## config.mk

```make
export PLATFORM = sky130hd
export DESIGN_NAME = cntlr_uart_framer
export DESIGN_NICKNAME = d
export VERILOG_FILES = /design/src/rtl/jb_uart_pkg.sv /design/src/rtl/uart_tx_byte.sv /design/src/rtl/cntlr_uart_framer.sv
export SDC_FILE = /design/constraint.sdc
export NUM_CORES = 1
export LEC_CHECK = 0
export BUFFER_PORTS_ARGS = -buffer_cell sky130_fd_sc_hd__clkbuf_2
export CORE_ASPECT_RATIO = 0.7
export CORE_MARGIN = 3
export CORE_UTILIZATION = 45
export CTS_BUF_LIST = sky130_fd_sc_hd__clkbuf_8
export CTS_CLUSTER_SIZE = 40
export DETAILED_ROUTE_END_ITERATION = 6
export HOLD_SLACK_MARGIN = 0.1
export PLACE_DENSITY = 0.74
export SLEW_MARGIN = 15
export SYNTH_ARGS = -nofsm -noshare
export SYNTH_HDL_FRONTEND = slang
export SYNTH_SLANG_ARGS = --single-unit
```

## constraint.sdc

```tcl
create_clock -name clk -period 2.05 [get_ports clk]
set_input_delay 0.615 -clock clk [delete_from_list [all_inputs] [get_ports clk]]
set_output_delay 0.615 -clock clk [all_outputs]
set_load 0.005 [all_outputs]
```

## src/rtl/jb_uart_pkg.sv

```systemverilog
// jb_uart_pkg: shared constants, framer state encoding and checksum helper
package jb_uart_pkg;
  localparam logic [7:0] FRAME_HDR = 8'hA5;
  localparam int FRAME_BYTES = 6;
  typedef enum logic [1:0] {ST_IDLE, ST_START, ST_DATA, ST_STOP} fsm_state_t;
  function automatic logic [7:0] frame_chk(input logic [31:0] w);
    return w[31:24] ^ w[23:16] ^ w[15:8] ^ w[7:0];
  endfunction
endpackage

```

## src/rtl/uart_tx_byte.sv

```systemverilog
// uart_tx_byte: 8N1 byte serializer that can chain bytes with no idle gap
module uart_tx_byte
  import jb_uart_pkg::*;
#(
  parameter int BAUD_DIV = 217
) (
  input  logic       clk,
  input  logic       rst,
  input  logic       tx_start,
  input  logic [7:0] tx_byte,
  output logic       tx_done,
  output logic       uart_tx
);
  localparam int CW = $clog2(BAUD_DIV);
  fsm_state_t r_state;
  logic [CW-1:0] r_cnt;
  logic [2:0] r_bit;
  logic [7:0] r_sh;
  logic w_end;
  assign w_end = r_cnt == CW'(BAUD_DIV - 1);
  assign tx_done = r_state == ST_STOP && w_end;
  // start/data/stop sequencing; a start accepted on the last stop cycle chains the next byte
  always_ff @(posedge clk) begin
    if (rst) begin
      r_state <= ST_IDLE;
      r_cnt   <= '0;
      r_bit   <= '0;
      r_sh    <= '0;
      uart_tx <= 1'b1;
    end else if (tx_start && (r_state == ST_IDLE || tx_done)) begin
      r_state <= ST_START;
      r_cnt   <= '0;
      r_bit   <= '0;
      r_sh    <= tx_byte;
      uart_tx <= 1'b0;
    end else if (r_state != ST_IDLE) begin
      r_cnt <= w_end ? '0 : r_cnt + 1'b1;
      if (w_end) begin
        if (r_state == ST_START || (r_state == ST_DATA && r_bit != 3'd7)) begin
          uart_tx <= r_sh[0];
          r_sh    <= r_sh >> 1;
          r_bit   <= r_state == ST_DATA ? r_bit + 3'd1 : r_bit;
          r_state <= ST_DATA;
        end else if (r_state == ST_DATA) begin
          uart_tx <= 1'b1;
          r_state <= ST_STOP;
        end else begin
          r_state <= ST_IDLE;
        end
      end
    end
  end
endmodule

```

## src/rtl/cntlr_uart_framer.sv

```systemverilog
// cntlr_uart_framer: sends each controller report as a 6-byte UART frame with a one-deep pending buffer
module cntlr_uart_framer
  import jb_uart_pkg::*;
#(
  parameter int CLK_FREQ_HZ = 25_000_000,
  parameter int BAUD        = 115200,
  parameter int BAUD_DIV    = CLK_FREQ_HZ / BAUD
) (
  input  logic        clk,
  input  logic        rst,
  input  logic        cntlr_data_rdy,
  input  logic [31:0] cntlr_data,
  output logic        uart_tx,
  output logic        busy,
  output logic [7:0]  drop_cnt
);
  logic [39:0] r_frame;
  logic [2:0]  r_byte_idx;
  logic [31:0] r_pend;
  logic        r_pend_vld;
  logic        w_tx_done, w_frame_end, w_load_new, w_load_pend, w_load, w_next_byte, w_drop;
  logic [31:0] w_word;
  logic [7:0]  w_tx_byte;
  assign w_frame_end = w_tx_done && r_byte_idx == 3'(FRAME_BYTES - 1);
  assign w_load_new  = cntlr_data_rdy && (!busy || w_frame_end);
  assign w_load_pend = w_frame_end && !cntlr_data_rdy && r_pend_vld;
  assign w_load      = w_load_new || w_load_pend;
  assign w_next_byte = w_tx_done && !w_frame_end;
  assign w_word      = w_load_new ? cntlr_data : r_pend;
  assign w_tx_byte   = w_next_byte ? r_frame[39:32] : FRAME_HDR;
  assign w_drop      = cntlr_data_rdy && busy && r_pend_vld;
  uart_tx_byte #(.BAUD_DIV(BAUD_DIV)) u_tx (
    .clk      (clk),
    .rst      (rst),
    .tx_start (w_load || w_next_byte),
    .tx_byte  (w_tx_byte),
    .tx_done  (w_tx_done),
    .uart_tx  (uart_tx)
  );
  // frame register holds the bytes after the header; it shifts up one byte per byte sent
  always_ff @(posedge clk) begin
    if (rst) begin
      r_frame    <= '0;
      r_byte_idx <= '0;
      busy       <= 1'b0;
    end else if (w_load) begin
      r_frame    <= {w_word, frame_chk(w_word)};
      r_byte_idx <= '0;
      busy       <= 1'b1;
    end else if (w_next_byte) begin
      r_frame    <= {r_frame[31:0], 8'h00};
      r_byte_idx <= r_byte_idx + 3'd1;
    end else if (w_frame_end) begin
      busy <= 1'b0;
    end
  end
  // pending word is consumed or discarded at every frame end; overwrites and discards count as drops
  always_ff @(posedge clk) begin
    if (rst) begin
      r_pend     <= '0;
      r_pend_vld <= 1'b0;
      drop_cnt   <= '0;
    end else begin
      r_pend     <= (cntlr_data_rdy && busy && !w_frame_end) ? cntlr_data : r_pend;
      r_pend_vld <= (cntlr_data_rdy && busy && !w_frame_end) ? 1'b1 : w_frame_end ? 1'b0 : r_pend_vld;
      drop_cnt   <= (w_drop && drop_cnt != 8'hFF) ? drop_cnt + 8'd1 : drop_cnt;
    end
  end
endmodule

```

==> flow_metrics.tcl <==
set metrics [dict create \
    syn-num-nets 624 \
    vias 4584 \
    crit_family "compound AO/OA/AOI/OAI gates" \
    fin_area_um2 6170 \
    cts_num_sinks 107 \
    drt_iter0_markers 442 \
    synth-async-reset-ratio 0 \
    start_kind "register" \
    cts_tree "yes" \
    die_h_um 97.5 \
    gp_congestion 0.835 \
    status "finished, final reports clean" \
    ctsRootBufferMaster "clkbuf_8" \
    antenna_found_initial 0 \
    synth_top_family_by_area "compound AO/OA/AOI/OAI gates" \
    yosys.area.top_type "dfxtp_1" \
    grt_pass1_vias 4454 \
    required_ns 2.32 \
    synth-compound-area-share 0.251 \
    clk-insertion-delay-late_ns 0.38 \
    grt_max_degree 43 \
    slowest_stage "dfxtp_1" \
    slowest_delay_ns 0.38 \
    drt_wl_total_um 13100 \
    dieArea_um2 13300 \
    core.rowCount 32 \
    yosysSeqAreaShare 0.398 \
    maxCapViolCount 0 \
    synth_xor_xnor_area_share 0.103 \
    numCtsBuffers 9 \
    layout-drive-gt1-share 0.217 \
    tightest_slew_ns 0.540 \
    wire_per_inst_um 16.7 \
    drc 0 \
    reg2reg_slack_ns 0.05 \
    synth_top_area_share 0.398 \
    critPathMaxFanout 25 \
    gr-total-overflow 0 \
    path_cells "inv_1 > ha_1 > and2_1 > a41o_4 > buf_12 > a222oi_1 > a21oi_1" \
    postRouteAntennaNets 0 \
    dr.pass1.iters 5 \
    cp.arrival_ns 2.27 \
    postPlaceCellArea_um2 5920 \
    leakagePower_nw 2.24 \
    synth-simple-area-share 0.156 \
    syn_area_per_cell_um2 9.30 \
    dp_hpwl_um 8910 \
    ys_seq_elements 107 \
    area_growth_pct 14.8 \
    dp_cells 766 \
    clk_pin_slew_worst_paths_ns 0.11 \
    initial_utilization 0.474 \
    period_needed_ns 2.00 \
    synth_edf_count 0 \
    final_util 0.545 \
    synth_fa_ha_area_frac 0.0256 \
    pre_cts_ws_ns -0.0105 \
    vdd_drop_max_mv 0.359 \
    synth_cell_type_count 66 \
    h-tree-depth 3 \
    synthMuxAreaShare 0.0130 \
    coreArea_um2 11300 \
    slew_headroom 0.631 \
    cts_buffer_depth 2 \
    hp-class "reg2reg" \
    track_usage 0.198 \
    syn_area_um2 5380 \
    fin_skew_ns 0.0146 \
    worst-path-buf-inv 2 \
    rsz0062_at_grt "yes" \
    p_per_area_nw_per_um2 688 \
    min-delay-start "r_frame[38]$_SDFFE_PP0P_" \
    grt_pass1_wl_um 21700 \
    slew_viol_final 0 \
    instances_no_fill 784 \
    vias_per_cell 5.85 \
    synthCells 578 \
    io_buffer_count 44 \
    yosysWarnings 0 \
    hold_buffers 0 \
    crit_path_end_kind "register" \
    fin_ws_ns 0.0476 \
    synth_area_leaders "dfxtp_1 40%, xnor2_1 8.0%, a21oi_1 6.4%" \
    pin_count 45 \
    r2r-start "r_byte_idx[1]$_SDFFE_PP0N_" \
    fmax_mhz 499 \
    setup_viol 0 \
    post-route-period-util 0.977 \
    critical_path.startpoint "r_byte_idx[1]$_SDFFE_PP0N_" \
    die_x_um 137 \
    synthFlopType "dfxtp_1" \
    crit_type "reg2reg" \
    antenna_cells 0 \
    final_hold_viol_count 0 \
    fin_nets 672 \
    total_power_mw 4.25 \
]
layout make-up:
class | count | area, um^2
Sequential cell | 107 | 2140
Fill cell | 1009 | 5160
Timing Repair Buffer | 77 | 606
Tap cell | 153 | 191
Inverter | 9 | 33.8
Multi-Input combinational cell | 422 | 2980
Clock buffer | 10 | 138
Clock inverter | 6 | 76.3
worst reg2reg max path, cell delays in order (launching register included):
cell and delay (ns):
dfxtp_1 0.38, inv_1 0.06, ha_1 0.26, and2_1 0.21
a41o_4 0.31, buf_12 0.17, a222oi_1 0.39, a21oi_1 0.12
routing by layer:
| layer | wire length [um] | GRT usage |
|---|---|---|
| met4 | 154 | 0.0511 |
| met5 | 0 | 0 |
| met3 | 820 | 0.0518 |
| met2 | 6110 | 0.302 |
| met1 | 6010 | 0.277 |
layout by cell type, fill, tap and decap left out, types with 2 or more instances in the layout:
master,netlist,routed
dfxtp_1,107,106
nand2_1,82,81
a21oi_1,69,69
xnor2_1,49,49
clkbuf_2,0,43
nor2_1,28,28
a222oi_1,26,26
o21ai_0,23,23
buf_4,7,22
a211oi_1,16,16
xor2_1,14,14
buf_12,0,11
ha_1,11,10
clkbuf_8,0,10
inv_1,8,8
nor2_2,8,8
a211oi_2,8,8
mux2i_1,7,7
a221oi_2,7,7
nor3_1,8,7
nand3_1,6,6
a22oi_1,5,5
o31ai_1,5,5
inv_6,0,4
nand3b_1,3,3
nor4_4,3,3
o32ai_1,3,3
nand4_1,2,2
nor2b_1,2,2
a2111oi_0,2,2
final timing paths:
kind / to / depth (start not counted)
worst max-delay path: r_frame[23]$_SDFFE_PP0P_ / 7
worst min-delay path: u_tx.r_sh[6]$_SDFFE_PP0P_ / 2
worst max register to register: r_frame[23]$_SDFFE_PP0P_ / 7
worst min register to register: u_tx.r_sh[6]$_SDFFE_PP0P_ / 2
per-stage QoR:
stage                     hold slack, ns  TNS [ns]
after global placement             0.451         0
final                              0.465         0
after CTS                          0.469         0
after detailed placement           0.452   -0.0131
after global routing               0.462   -0.0541
after floorplan                    0.427         0
cell families after synthesis:
kind of cell / after synthesis
compound gates: 180
simple gates: 161
flops: 107
xor+xnor: 63
buf+inv: 49
fa+ha+maj: 11
mux: 7
cells in the mapped netlist (all sizes together), types with 2 or more instances:
cell	count
nor2b	2
nand3b	3
nand3	7
xor2	14
ha	11
and4	2
mux2i	7
o32ai	3
and2	2
a221oi	8
a31oi	2
nor3	8
a22oi	5
xnor2	49
clkbuf	14
nor2	36
dfxtp	107
buf	26
or3	2
nor4	3
nand2	82
a21oi	69
a211oi	24
o31ai	5
inv	8
o21ai	23
nand4	3
nand4bb	2
a2111oi	2
a222oi	26
registers in the layout, summed over array words and instances, names as in the netlist:
signal        flops
r_frame          40
r_pend           32
drop_cnt          8
u_tx.r_cnt        8
u_tx.r_sh         8
r_byte_idx        3
u_tx.r_bit        3
u_tx.r_state      2
busy              1
r_pend_vld        1
u_tx.uart_tx      1
power by group:
part | internal (mW) | total (mW) | leakage (nW) | switching, mW
clock | 0.625 | 1.40 | 0.110 | 0.777
combinational | 0.272 | 0.584 | 1.25 | 0.312
sequential | 2.18 | 2.26 | 0.876 | 0.0764
repair_timing:
item	in CTS	in global routing
endpoints found under the setup margin	0	24
gates resized for setup	0	4
setup buffers	0	2
(Power assumes the default switching activity.)
